File: src/rtl/matrix_pkg.sv
// Constants and state types shared by the matrix receive and transmit paths.
package matrix_pkg;
    localparam int MAX_DIM   = 5;
    localparam int ELEM_W    = 8;
    localparam int MAX_ELEMS = 25;
    localparam int MATRIX_W  = 200;

    typedef enum logic [1:0] {WAIT_M, WAIT_N, ELEMS} parse_state_t;
    typedef enum logic [1:0] {RX_IDLE, RX_START, RX_DATA, RX_STOP} rx_state_t;

    function automatic logic dim_ok(input logic [7:0] b);
        return (b >= 8'd1) && (b <= 8'(MAX_DIM));
    endfunction
endpackage

File: src/rtl/uart_rx_byte.sv
// 8N1 byte receiver: 2-FF synchroniser, falling-edge start detect, mid-bit sampling.
module uart_rx_byte
    import matrix_pkg::*;
#(
    parameter int CPB = 868
) (
    input  logic       clk,
    input  logic       uartRxRst,
    input  logic       rx,
    output logic [7:0] byteData,
    output logic       byteValid,
    output logic       byteErr
);
    localparam int HALF = CPB / 2;
    localparam int CW   = $clog2(CPB + 1);

    rx_state_t     state, state_n;
    logic          rx_meta, rx_s, rx_prev;
    logic [CW-1:0] cnt;
    logic [2:0]    bit_idx;
    logic [7:0]    shreg;
    logic          fall;

    assign fall     = rx_prev & ~rx_s;
    assign byteData = shreg;

    always_ff @(posedge clk or posedge uartRxRst) begin
        if (uartRxRst) state <= RX_IDLE;
        else           state <= state_n;
    end

    always_comb begin
        state_n = state;
        case (state)
            RX_IDLE:  if (fall) state_n = RX_START;
            RX_START: if (cnt == CW'(HALF - 1)) state_n = rx_s ? RX_IDLE : RX_DATA;
            RX_DATA:  if (cnt == CW'(CPB - 1) && bit_idx == 3'd7) state_n = RX_STOP;
            RX_STOP:  if (cnt == CW'(CPB - 1)) state_n = RX_IDLE;
            default:  state_n = RX_IDLE;
        endcase
    end

    // Line idles high, so the synchroniser and edge history reset to 1.
    always_ff @(posedge clk or posedge uartRxRst) begin
        if (uartRxRst) begin
            rx_meta   <= 1'b1;
            rx_s      <= 1'b1;
            rx_prev   <= 1'b1;
            cnt       <= '0;
            bit_idx   <= '0;
            shreg     <= '0;
            byteValid <= 1'b0;
            byteErr   <= 1'b0;
        end else begin
            rx_meta   <= rx;
            rx_s      <= rx_meta;
            rx_prev   <= rx_s;
            byteValid <= 1'b0;
            byteErr   <= 1'b0;
            case (state)
                RX_IDLE: begin
                    cnt     <= '0;
                    bit_idx <= '0;
                end
                RX_START: cnt <= (cnt == CW'(HALF - 1)) ? '0 : cnt + 1'b1;
                RX_DATA: begin
                    if (cnt == CW'(CPB - 1)) begin
                        cnt     <= '0;
                        shreg   <= {rx_s, shreg[7:1]};
                        bit_idx <= bit_idx + 1'b1;
                    end else begin
                        cnt <= cnt + 1'b1;
                    end
                end
                RX_STOP: begin
                    if (cnt == CW'(CPB - 1)) begin
                        byteValid <= rx_s;
                        byteErr   <= ~rx_s;
                    end else begin
                        cnt <= cnt + 1'b1;
                    end
                end
                default: cnt <= '0;
            endcase
        end
    end
endmodule

File: src/rtl/matrix_uart_rx.sv
// Receives m, n and m*n row-major element bytes over UART and publishes the matrix.
module matrix_uart_rx
    import matrix_pkg::*;
#(
    parameter int CLK_FREQ     = 100_000_000,
    parameter int BAUD         = 115200,
    parameter int TIMEOUT_BITS = 64
) (
    input  logic                clk,
    input  logic                uartRxRst,
    input  logic                uartRx,
    output logic [MATRIX_W-1:0] matrixData,
    output logic [7:0]          m,
    output logic [7:0]          n,
    output logic                matrixValid,
    output logic                frameErr,
    output logic                busy
);
    localparam int CPB      = CLK_FREQ / BAUD;
    localparam int TO_LIMIT = TIMEOUT_BITS * CPB;
    localparam int TW       = $clog2(TO_LIMIT + 1);

    logic [7:0]          byte_data;
    logic                byte_valid, byte_err;
    parse_state_t        state, state_n;
    logic [2:0]          m_tmp, n_tmp;
    logic [4:0]          total, idx;
    logic [MATRIX_W-1:0] shadow, shadow_nxt;
    logic [TW-1:0]       tcnt;
    logic                timeout, dim_valid;
    logic                accept_m, accept_n, take_elem, done, abort;

    uart_rx_byte #(.CPB(CPB)) u_rx (
        .clk       (clk),
        .uartRxRst (uartRxRst),
        .rx        (uartRx),
        .byteData  (byte_data),
        .byteValid (byte_valid),
        .byteErr   (byte_err)
    );

    assign busy      = (state != WAIT_M);
    assign dim_valid = dim_ok(byte_data);
    assign timeout   = busy && !byte_valid && (tcnt == TW'(TO_LIMIT - 1));

    // Shadow with the current byte merged in, so the last element lands in the same edge as publish.
    always_comb begin
        shadow_nxt = shadow;
        if (idx < 5'(MAX_ELEMS)) shadow_nxt[{idx, 3'b000} +: ELEM_W] = byte_data;
    end

    always_ff @(posedge clk or posedge uartRxRst) begin
        if (uartRxRst) state <= WAIT_M;
        else           state <= state_n;
    end

    always_comb begin
        state_n   = state;
        abort     = 1'b0;
        done      = 1'b0;
        accept_m  = 1'b0;
        accept_n  = 1'b0;
        take_elem = 1'b0;
        if (byte_err || timeout) begin
            state_n = WAIT_M;
            abort   = 1'b1;
        end else if (byte_valid) begin
            case (state)
                WAIT_M: begin
                    if (dim_valid) begin
                        state_n  = WAIT_N;
                        accept_m = 1'b1;
                    end else begin
                        abort = 1'b1;
                    end
                end
                WAIT_N: begin
                    state_n = dim_valid ? ELEMS : WAIT_M;
                    accept_n = dim_valid;
                    abort    = !dim_valid;
                end
                ELEMS: begin
                    take_elem = 1'b1;
                    if (idx == total - 5'd1) begin
                        done    = 1'b1;
                        state_n = WAIT_M;
                    end
                end
                default: state_n = WAIT_M;
            endcase
        end
    end

    always_ff @(posedge clk or posedge uartRxRst) begin
        if (uartRxRst) begin
            matrixData  <= '0;
            m           <= '0;
            n           <= '0;
            matrixValid <= 1'b0;
            frameErr    <= 1'b0;
            m_tmp       <= '0;
            n_tmp       <= '0;
            total       <= '0;
            idx         <= '0;
            shadow      <= '0;
            tcnt        <= '0;
        end else begin
            matrixValid <= done;
            frameErr    <= abort;
            tcnt        <= (busy && !byte_valid) ? tcnt + 1'b1 : '0;
            if (accept_m) m_tmp <= byte_data[2:0];
            if (accept_n) begin
                n_tmp  <= byte_data[2:0];
                total  <= {2'b00, m_tmp} * {2'b00, byte_data[2:0]};
                shadow <= '0;
                idx    <= '0;
            end
            if (take_elem) begin
                shadow <= shadow_nxt;
                idx    <= idx + 5'd1;
            end
            if (done) begin
                matrixData <= shadow_nxt;
                m          <= {5'b00000, m_tmp};
                n          <= {5'b00000, n_tmp};
            end
        end
    end
endmodule

File: config.mk
export PLATFORM = sky130hd
export DESIGN_NAME = matrix_uart_rx
export DESIGN_NICKNAME = d
export VERILOG_FILES = /design/src/rtl/matrix_pkg.sv /design/src/rtl/uart_rx_byte.sv /design/src/rtl/matrix_uart_rx.sv
export SDC_FILE = /design/constraint.sdc
export NUM_CORES = 1
export LEC_CHECK = 0
export BUFFER_PORTS_ARGS = -buffer_cell sky130_fd_sc_hd__buf_2
export CORE_AREA = 5 5 202 204
export DETAILED_ROUTE_END_ITERATION = 16
export DIE_AREA = 0 0 207 209
export GPL_ROUTABILITY_DRIVEN = 0
export GPL_TIMING_DRIVEN = 0
export HOLD_SLACK_MARGIN = 0.15
export PLACE_DENSITY = 0.73
export SETUP_SLACK_MARGIN = 0.4
export SLEW_MARGIN = 5
export SYNTH_ARGS = -nofsm -noshare
export SYNTH_HDL_FRONTEND = slang
export SYNTH_HIERARCHICAL = 1
export SYNTH_SLANG_ARGS = --single-unit
File: constraint.sdc
create_clock -name clk -period 23.6 [get_ports clk]
set_clock_uncertainty 0.2 [all_clocks]
set_input_delay 1.18 -clock clk [delete_from_list [all_inputs] [get_ports clk]]
set_output_delay 1.18 -clock clk [all_outputs]
set_load 0.005 [all_outputs]
==> flow_summary.yaml, run 1 <==
timing:
  final.min_clock_period_ns: 3.60
  fmax_mhz: 277
  maxSlewViolCount: 0
  final.setup.tns_ns: 0
  rsz0062_at_grt: "false"
  hold_viol: 0
  slew_headroom_pct: 24.6
  tightest_slew_ns: 1.13
  setup_viol: 0
  post-route-period-util_pct: 15.3
logic_synthesis:
  synth_flop_cell: "dfrtp_1"
  synth_cell_types: 77
  synth_top_family_by_area: "compound AO/OA/AOI/OAI gates"
  netlist_instances: 1867
  synth_mux_area_share_pct: 10.7
  avgSynthCellArea_um2: 11.2
  synth_edf_count: 0
  synth-simple-area-share_pct: 10.3
  ys_ff_latch: 470
  synthAdderAreaFrac_pct: 1.03
  synth-seq-area-share_pct: 56.1
  async_flop_share_pct: 100
  synth_xor_xnor_area_share_pct: 1.33
  ys_warn_count: 6
  synth_compound_area_share_pct: 16.1
  syn_area_mm2: 0.0210
finish:
  regArea_mm2: 0.0118
  fin_cells: 2698
  final_common_cell: "dfrtp_1"
  diodes: 0
  area_delta_synth_final_pct: 16.1
  fill_cells: 3276
  multiInputGateArea_mm2: 0.00829
  drive_gt1_share_pct: 19.5
  final_nets: 2160
  layout_common_cells: "dfrtp_1 (467), nand2_1 (276), buf_2 (256), mux2i_1 (204), o2bb2ai_1 (123)"
clock_tree:
  cts.sinks: 470
  cts_hold_buf: 0
  postCtsResizedCells: 0
  path_clk_slew_ns: 0.06
  numCtsBuffers: 48
  post_cts.repair.setup_buffers: 0
  cts-root-buf: "clkbuf_16"
  cts_buffer_depth: 3
  cts_htree_levels: 2
  worstSkewPairLatency_ns: 0.58
  cts_tree: "done"
status:
  status: "completed"
floorplan:
  initial_core_util_pct: 53.6
  rows: 73
  coreArea_mm2: 0.0391
  die_w_um: 207
  die_h_um: 209
  fp.dieArea_mm2: 0.0433
  ioPinCount: 222
pwr:
  p_leak_nw: 11.4
  cellPowerDensity_mw_per_mm2: 65.7
  ir_worst_vdd_mv: 0.0498
placed_design:
  io_buffers: 211
  dp_cells: 2616
  dpl.hpwl_um: 43300
routing:
  ant_nets: 0
  first_pass_iters: 13
  dr_wl_met2_um: 28300
  highest_layer: "met4"
  drt_iter0_markers: 1593
  avgViaCountPerCell: 6.05
  met3WireLength_um: 5170
  route.detailed.drc: 0
  routed_wirelength_um: 62100
  wl_per_cell_um: 23.0
  dr_total_vias: 16317
  drt-met1-wl_um: 26300
setup_path:
  path_class: "reg -> reg"
  startpoint_type: "flip-flop"
  worstPathRequired_ns: 23.85
  crit_arrival_ns: 3.86
  cpPeakStageDelay_ns: 0.58
  worstPathCellList: "clkbuf_1, clkbuf_1, nand2_1, fa_1, inv_1, ha_1, inv_1, fa_1, xnor2_1, xnor2_1, mux2_2"
  slowest_stage: "clkbuf_1"
  cp.buffers_inverters: 4
  crit_family: "buffers and inverters"
  cp_max_fo: 10
  end_kind: "flip-flop"
global_route:
  grt_pass1_wl_um: 95600
  antenna_found_initial: 0
  grt_overflow: 0
  grt_max_degree: 128
  grt_pass1_vias: 16138
  grt_use_total_pct: 28.0
min_path:
  hp-class: "reg -> reg"
run:
  max-cap-violations: 0
-- power by group --
group	total (mW)	switching, mW	internal, mW
logic	0.0382	0.0252	0.0130
registers	0.820	0.00726	0.812
clock network	0.741	0.313	0.429
-- worst paths after layout --
path / from / end / slack [ns] / cells past startpoint
setup / recovery: u_rx/byteData[1] / total[4] / 20.00 / 11
hold / removal: u_rx/rx_meta / u_rx/rx_s / 0.16 / 0
setup reg to reg: u_rx/byteData[1] / total[4] / 20.00 / 11
hold reg to reg: u_rx/rx_meta / u_rx/rx_s / 0.16 / 0
max in group asynchronous: uartRxRst / shadow[14] / 21.29 / 4
min in group asynchronous: uartRxRst / m[1] / 0.46 / 2
-- synthesized netlist by cell type (3+ instances only) --
library cell    n  area (um2)
a211oi_1        3        22.5
a21o_1          8        60.1
a21oi_1        25         125
a22o_1         74         648
a31oi_1         4        25.0
a32o_1          6        60.1
and2_0          7        43.8
and2_1         21         131
and3_1         15        93.8
and4_1          7        61.3
buf_2          45         225
buf_4          26         195
buf_6          11         124
clkbuf_1       79         297
dfrtp_1       467       11700
dfstp_2         3        78.8
ha_1           14         175
inv_1          24        90.1
mux2_2         17         191
mux2i_1       204        2040
nand2_1       276        1040
nand2_4         3        33.8
nand3_1        21         105
nand4_1        13        81.3
nor2_1         38         143
nor2b_1         4        25.0
nor3_1          7        35.0
nor4bb_1        4        40.0
o211ai_1        4        30.0
o21ai_0       120         601
o21ai_1        93         465
o21ai_2        10        87.6
o22ai_1         3        18.8
o2bb2ai_1     123        1080
o31ai_1         3        22.5
or2_2           3        18.8
or3_1           4        25.0
xnor2_1        13         114
xor2_1         17         149
-- worst reg2reg max path, stage by stage (launching register included) --
cell	delay [ns]
dfrtp_1	0.36
clkbuf_1	0.46
clkbuf_1	0.59
nand2_1	0.16
fa_1	0.48
inv_1	0.07
ha_1	0.15
inv_1	0.06
fa_1	0.43
xnor2_1	0.15
xnor2_1	0.12
mux2_2	0.26
-- registers in the layout (all words and copies together) (netlist names), 2 cells and up, named ones only --
name,count
matrixData,200
shadow,200
tcnt,16
u_rx/cnt,10
u_rx/byteData,8
idx,5
total,5
m,3
m_tmp,3
n,3
n_tmp,3
u_rx/bit_idx,3
state,2
-- final cells by class --
cell class              instances  share of cell area [%]
plain buffers                 162                    3.47
clock buffers                  73                    5.91
clock inverters                 9                   0.334
inverters                      24                   0.401
multi-input cells            1220                    34.1
flip-flops and latches        470                    48.3
well taps                     525                    2.70
repair buffers                215                    4.79
-- through the flow --
step / hold WS (ns) / utilization, % / power, mW / setup slack [ns] / cell area (um2)
after floorplan: 0.145 / - / 0.863 / 9.90 / 21000
after global placement: 0.152 / 58.1 / 0.870 / 5.69 / 22700
after detailed placement: 0.154 / 58.4 / 0.873 / 20.01 / 22800
after CTS: 0.159 / 62.3 / 1.61 / 19.98 / 24300
after global routing: 0.160 / 62.3 / 1.65 / 19.86 / 24300
final: 0.156 / 62.3 / 1.60 / 20.00 / 24300
-- routing by layer --
| metal | vias up | global-route usage [%] |
|---|---|---|
| li1 | 7176 | - |
| met1 | 8217 | 39.6 |
| met2 | 774 | 43.7 |
| met3 | 150 | 5.92 |
| met4 | 0 | 9.51 |
| met5 | - | 0 |
-- cells by family after synthesis --
logic type / count (synthesis)
simple gates: 454
xor+xnor: 31
mux: 221
compound gates: 488
fa+ha+maj: 16
flops: 470
other cells: 1
buf+inv: 186
(Power assumes the default switching activity.)
==> inputs of run 2 (changes only) <==
--- a/config.mk
+++ b/config.mk
@@ -5,14 +5,15 @@
 export SDC_FILE = /design/constraint.sdc
 export NUM_CORES = 1
 export LEC_CHECK = 0
+export ABC_AREA = 1
 export BUFFER_PORTS_ARGS = -buffer_cell sky130_fd_sc_hd__buf_2
-export CORE_AREA = 5 5 202 204
+export CORE_AREA = 5 5 207 209
 export DETAILED_ROUTE_END_ITERATION = 16
-export DIE_AREA = 0 0 207 209
+export DIE_AREA = 0 0 212 214
 export GPL_ROUTABILITY_DRIVEN = 0
 export GPL_TIMING_DRIVEN = 0
 export HOLD_SLACK_MARGIN = 0.15
-export PLACE_DENSITY = 0.73
+export PLACE_DENSITY = 0.72
 export SETUP_SLACK_MARGIN = 0.4
 export SLEW_MARGIN = 5
 export SYNTH_ARGS = -nofsm -noshare
==> constraint.sdc (replaced) <==
create_clock -name clk -period 3.5 [get_ports clk]
set_clock_uncertainty 0.2 [all_clocks]
set_input_delay 0.175 -clock clk [delete_from_list [all_inputs] [get_ports clk]]
set_output_delay 0.175 -clock clk [all_outputs]
set_load 0.005 [all_outputs]
==> run 2 against run 1 <==
  * Combinational power increased to 11 times the previous value
  * Synthesized cell count increased by 52%
  * Setup slack got worse by 20 ns
  * Wire length increased by 13%
  * Utilization increased by 1.9 points
  * Sequential power increased to 6.7 times the previous value
  * Die area increased by 4.9%
  * Maximum frequency increased by 19%
  * Clock-buffer cell count decreased by 4
  * Critical path depth increased by 5
  * Non-clock buffer count increased by 16
  * Sequential share of layout area decreased by 3.2 points
  * Highest routed layer unchanged
==> flow_summary.yaml, run 2 <==
min_path:
  holdPathEnd: "u_rx/rx_s"
  hp-class: "reg -> reg"
  hold_depth: 0
  hp-start: "u_rx/rx_meta"
routing:
  route.detailed.drc: 0
  first_pass_iters: 8
  drt_iter0_markers: 2414
  wl_per_cell_um: 18.9
  dr_total_vias: 20599
  avgViaCountPerCell: 5.55
  routed_wirelength_um: 70200
  ant_nets: 0
logic_synthesis:
  ys_ff_latch: 470
  netlist_instances: 2841
  synth_edf_count: 0
  synth_xor_xnor_area_share_pct: 0.477
  synth-simple-area-share_pct: 33.0
  synth_top_area_share_pct: 53.0
  ys_warn_count: 6
  synthAdderAreaFrac_pct: 0.977
  synth_flop_cell: "dfrtp_1"
  synth_common_cells: "nand2_1 (1,296), dfrtp_1 (467), nand3_1 (227)"
  yosys-top-cells-area: "dfrtp_1 (53%), nand2_1 (22%), nand3_1 (5.2%)"
  async_flop_share_pct: 100
  yosysMostFrequentCell: "nand2_1"
  avgSynthCellArea_um2: 7.76
  synth-seq-area-share_pct: 53.4
  yosys.area.top_type: "dfrtp_1"
  syn_area_mm2: 0.0220
  synth_mux_area_share_pct: 0
  synth_top_family_by_area: "simple AND/OR/NAND/NOR gates"
  synth_cell_types: 45
  synth_compound_area_share_pct: 5.88
setup_path:
  rrSetupSlack_ns: 0.46
  worstPathRequired_ns: 3.83
  end_kind: "flip-flop"
  r2r-end: "shadow[75]"
  startpoint_type: "flip-flop"
  r2r_cells: 16
  path_class: "reg -> reg"
  crit_arrival_ns: 3.36
  timing.rr.start: "idx[0]"
  cp_max_fo: 11
global_route:
  grt_pass1_wl_um: 110000
  grt_max_degree: 42
  grt_overflow: 0
  grt_pass1_vias: 20035
  grt_use_total_pct: 30.4
  antenna_found_initial: 0
floorplan:
  die_w_um: 212
  rows: 74
  ioPinCount: 222
  die_h_um: 214
  fp.dieArea_mm2: 0.0454
  initial_core_util_pct: 54.2
  coreArea_mm2: 0.0406
clock_tree:
  numCtsBuffers: 49
  cts_tree: "done"
  path_clk_slew_ns: 0.07
  cts-root-buf: "clkbuf_16"
  cts_buffer_depth: 3
  cts.sinks: 470
  worstSkewPairLatency_ns: 0.60
  cts_htree_levels: 2
finish:
  area_delta_synth_final_pct: 18.3
  layout_common_cells: "nand2_1 (1,294), dfrtp_1 (466), buf_2 (261), nand3_1 (225), inv_1 (154)"
  largest_registers: "matrixData x200, shadow x200, tcnt x16"
  post-route-util_pct: 64.1
  final_area_mm2: 0.0261
  drive_gt1_share_pct: 15.9
  final_nets: 3159
  multiInputGateArea_mm2: 0.00909
  final_common_cell: "nand2_1"
  fill_cells: 3504
  regArea_mm2: 0.0118
timing:
  maxSlewViolCount: 0
  final.setup.tns_ns: 0
  rsz0062_at_grt: "false"
  post-route-period-util_pct: 86.8
  tightest_slew_ns: 1.02
  fmax_mhz: 329
  setup_viol: 0
  holdWs_ns: 0.152
  hold_viol: 0
  slew_headroom_pct: 31.9
  final.min_clock_period_ns: 3.04
pwr:
  p_leak_nw: 14.5
  cellPowerDensity_mw_per_mm2: 434
  ir_worst_vdd_mv: 0.355
placed_design:
  placed_area_mm2: 0.0241
  io_buffers: 211
  dpl.hpwl_um: 51200
status:
  status: "completed"
run:
  max-cap-violations: 0
==> run 2: through the flow <==
stage / total power, mW / setup slack (ns) / instances
finish: 11.3 / 0.463 / 3709
floorplan: 5.89 / -2.85 / 2850
detailed placement: 6.01 / -0.0229 / 3606
CTS: 11.4 / 0.223 / 3697
global route: 11.6 / 0.362 / 3708
global placement: 5.96 / -5.35 / 3593
==> run 2: cell type report <==
class                   count  area share (%)
inverters                 174            2.59
plain buffers             154            2.92
clock buffers              69            5.58
clock inverters            18           0.778
repair buffers            239            5.56
flip-flops and latches    470            45.1
diodes                      1         0.00960
multi-input cells        2052            34.9
well taps                 532            2.55
==> run 2: layer usage <==
| layer | vias up | global-route usage (%) | routed length, um |
|---|---|---|---|
| li1 | 9492 | - | - |
| met1 | 9830 | 41.4 | 27800 |
| met2 | 1050 | 47.2 | 31800 |
| met3 | 227 | 6.34 | 6910 |
| met4 | 0 | 13.3 | 3670 |
| met5 | - | 0 | 0 |
==> run 2: worst max-delay path by stage <==
| stage | slack (ns) | depth (start not counted) | start | endpoint |
|---|---|---|---|---|
| finish | 0.46 | 16 | idx[0] | shadow[75] |
| global route | 0.36 | 17 | idx[0] | matrixData[72] |
| global placement | -5.35 | 2 | uartRxRst | matrixData[154] |
| detailed placement | -0.02 | 11 | idx[0] | matrixData[80] |
| CTS | 0.22 | 9 | idx[0] | shadow[113] |
| floorplan | -2.85 | 1 | uartRxRst | frameErr |
==> run 2: timing repair <==
action / in CTS / in global routing
endpoints found under the hold margin: 371 / 0
endpoints found under the setup margin: 277 / 377
resized for setup: 33 / 57
pin swaps: 0 / 5
buffers inserted: 0 / 11
hold buffers: 4 / 0
==> run 2: cells by family after synthesis <==
group | after synthesis
compound gates | 249
xor+xnor | 12
fa+ha+maj | 16
buf+inv | 328
flops | 470
other cells | 1
simple gates | 1765
==> run 2: where the power goes <==
part / internal [mW] / switching [mW]
Combinational: 0.129 / 0.284
Sequential: 5.47 / 0.0239
Clock: 3.18 / 2.21
==> run 2: critical path, stage by stage, from the launching register on <==
cell	delay, ns
dfrtp_1	0.41
buf_4	0.19
inv_4	0.14
buf_6	0.17
ha_2	0.24
inv_1	0.07
nand2_1	0.10
nand2_4	0.14
inv_6	0.14
buf_6	0.16
nand2_1	0.10
nor2_4	0.19
nand2_1	0.12
clkbuf_4	0.22
o21ai_2	0.22
nand2_1	0.09
nand2_1	0.07
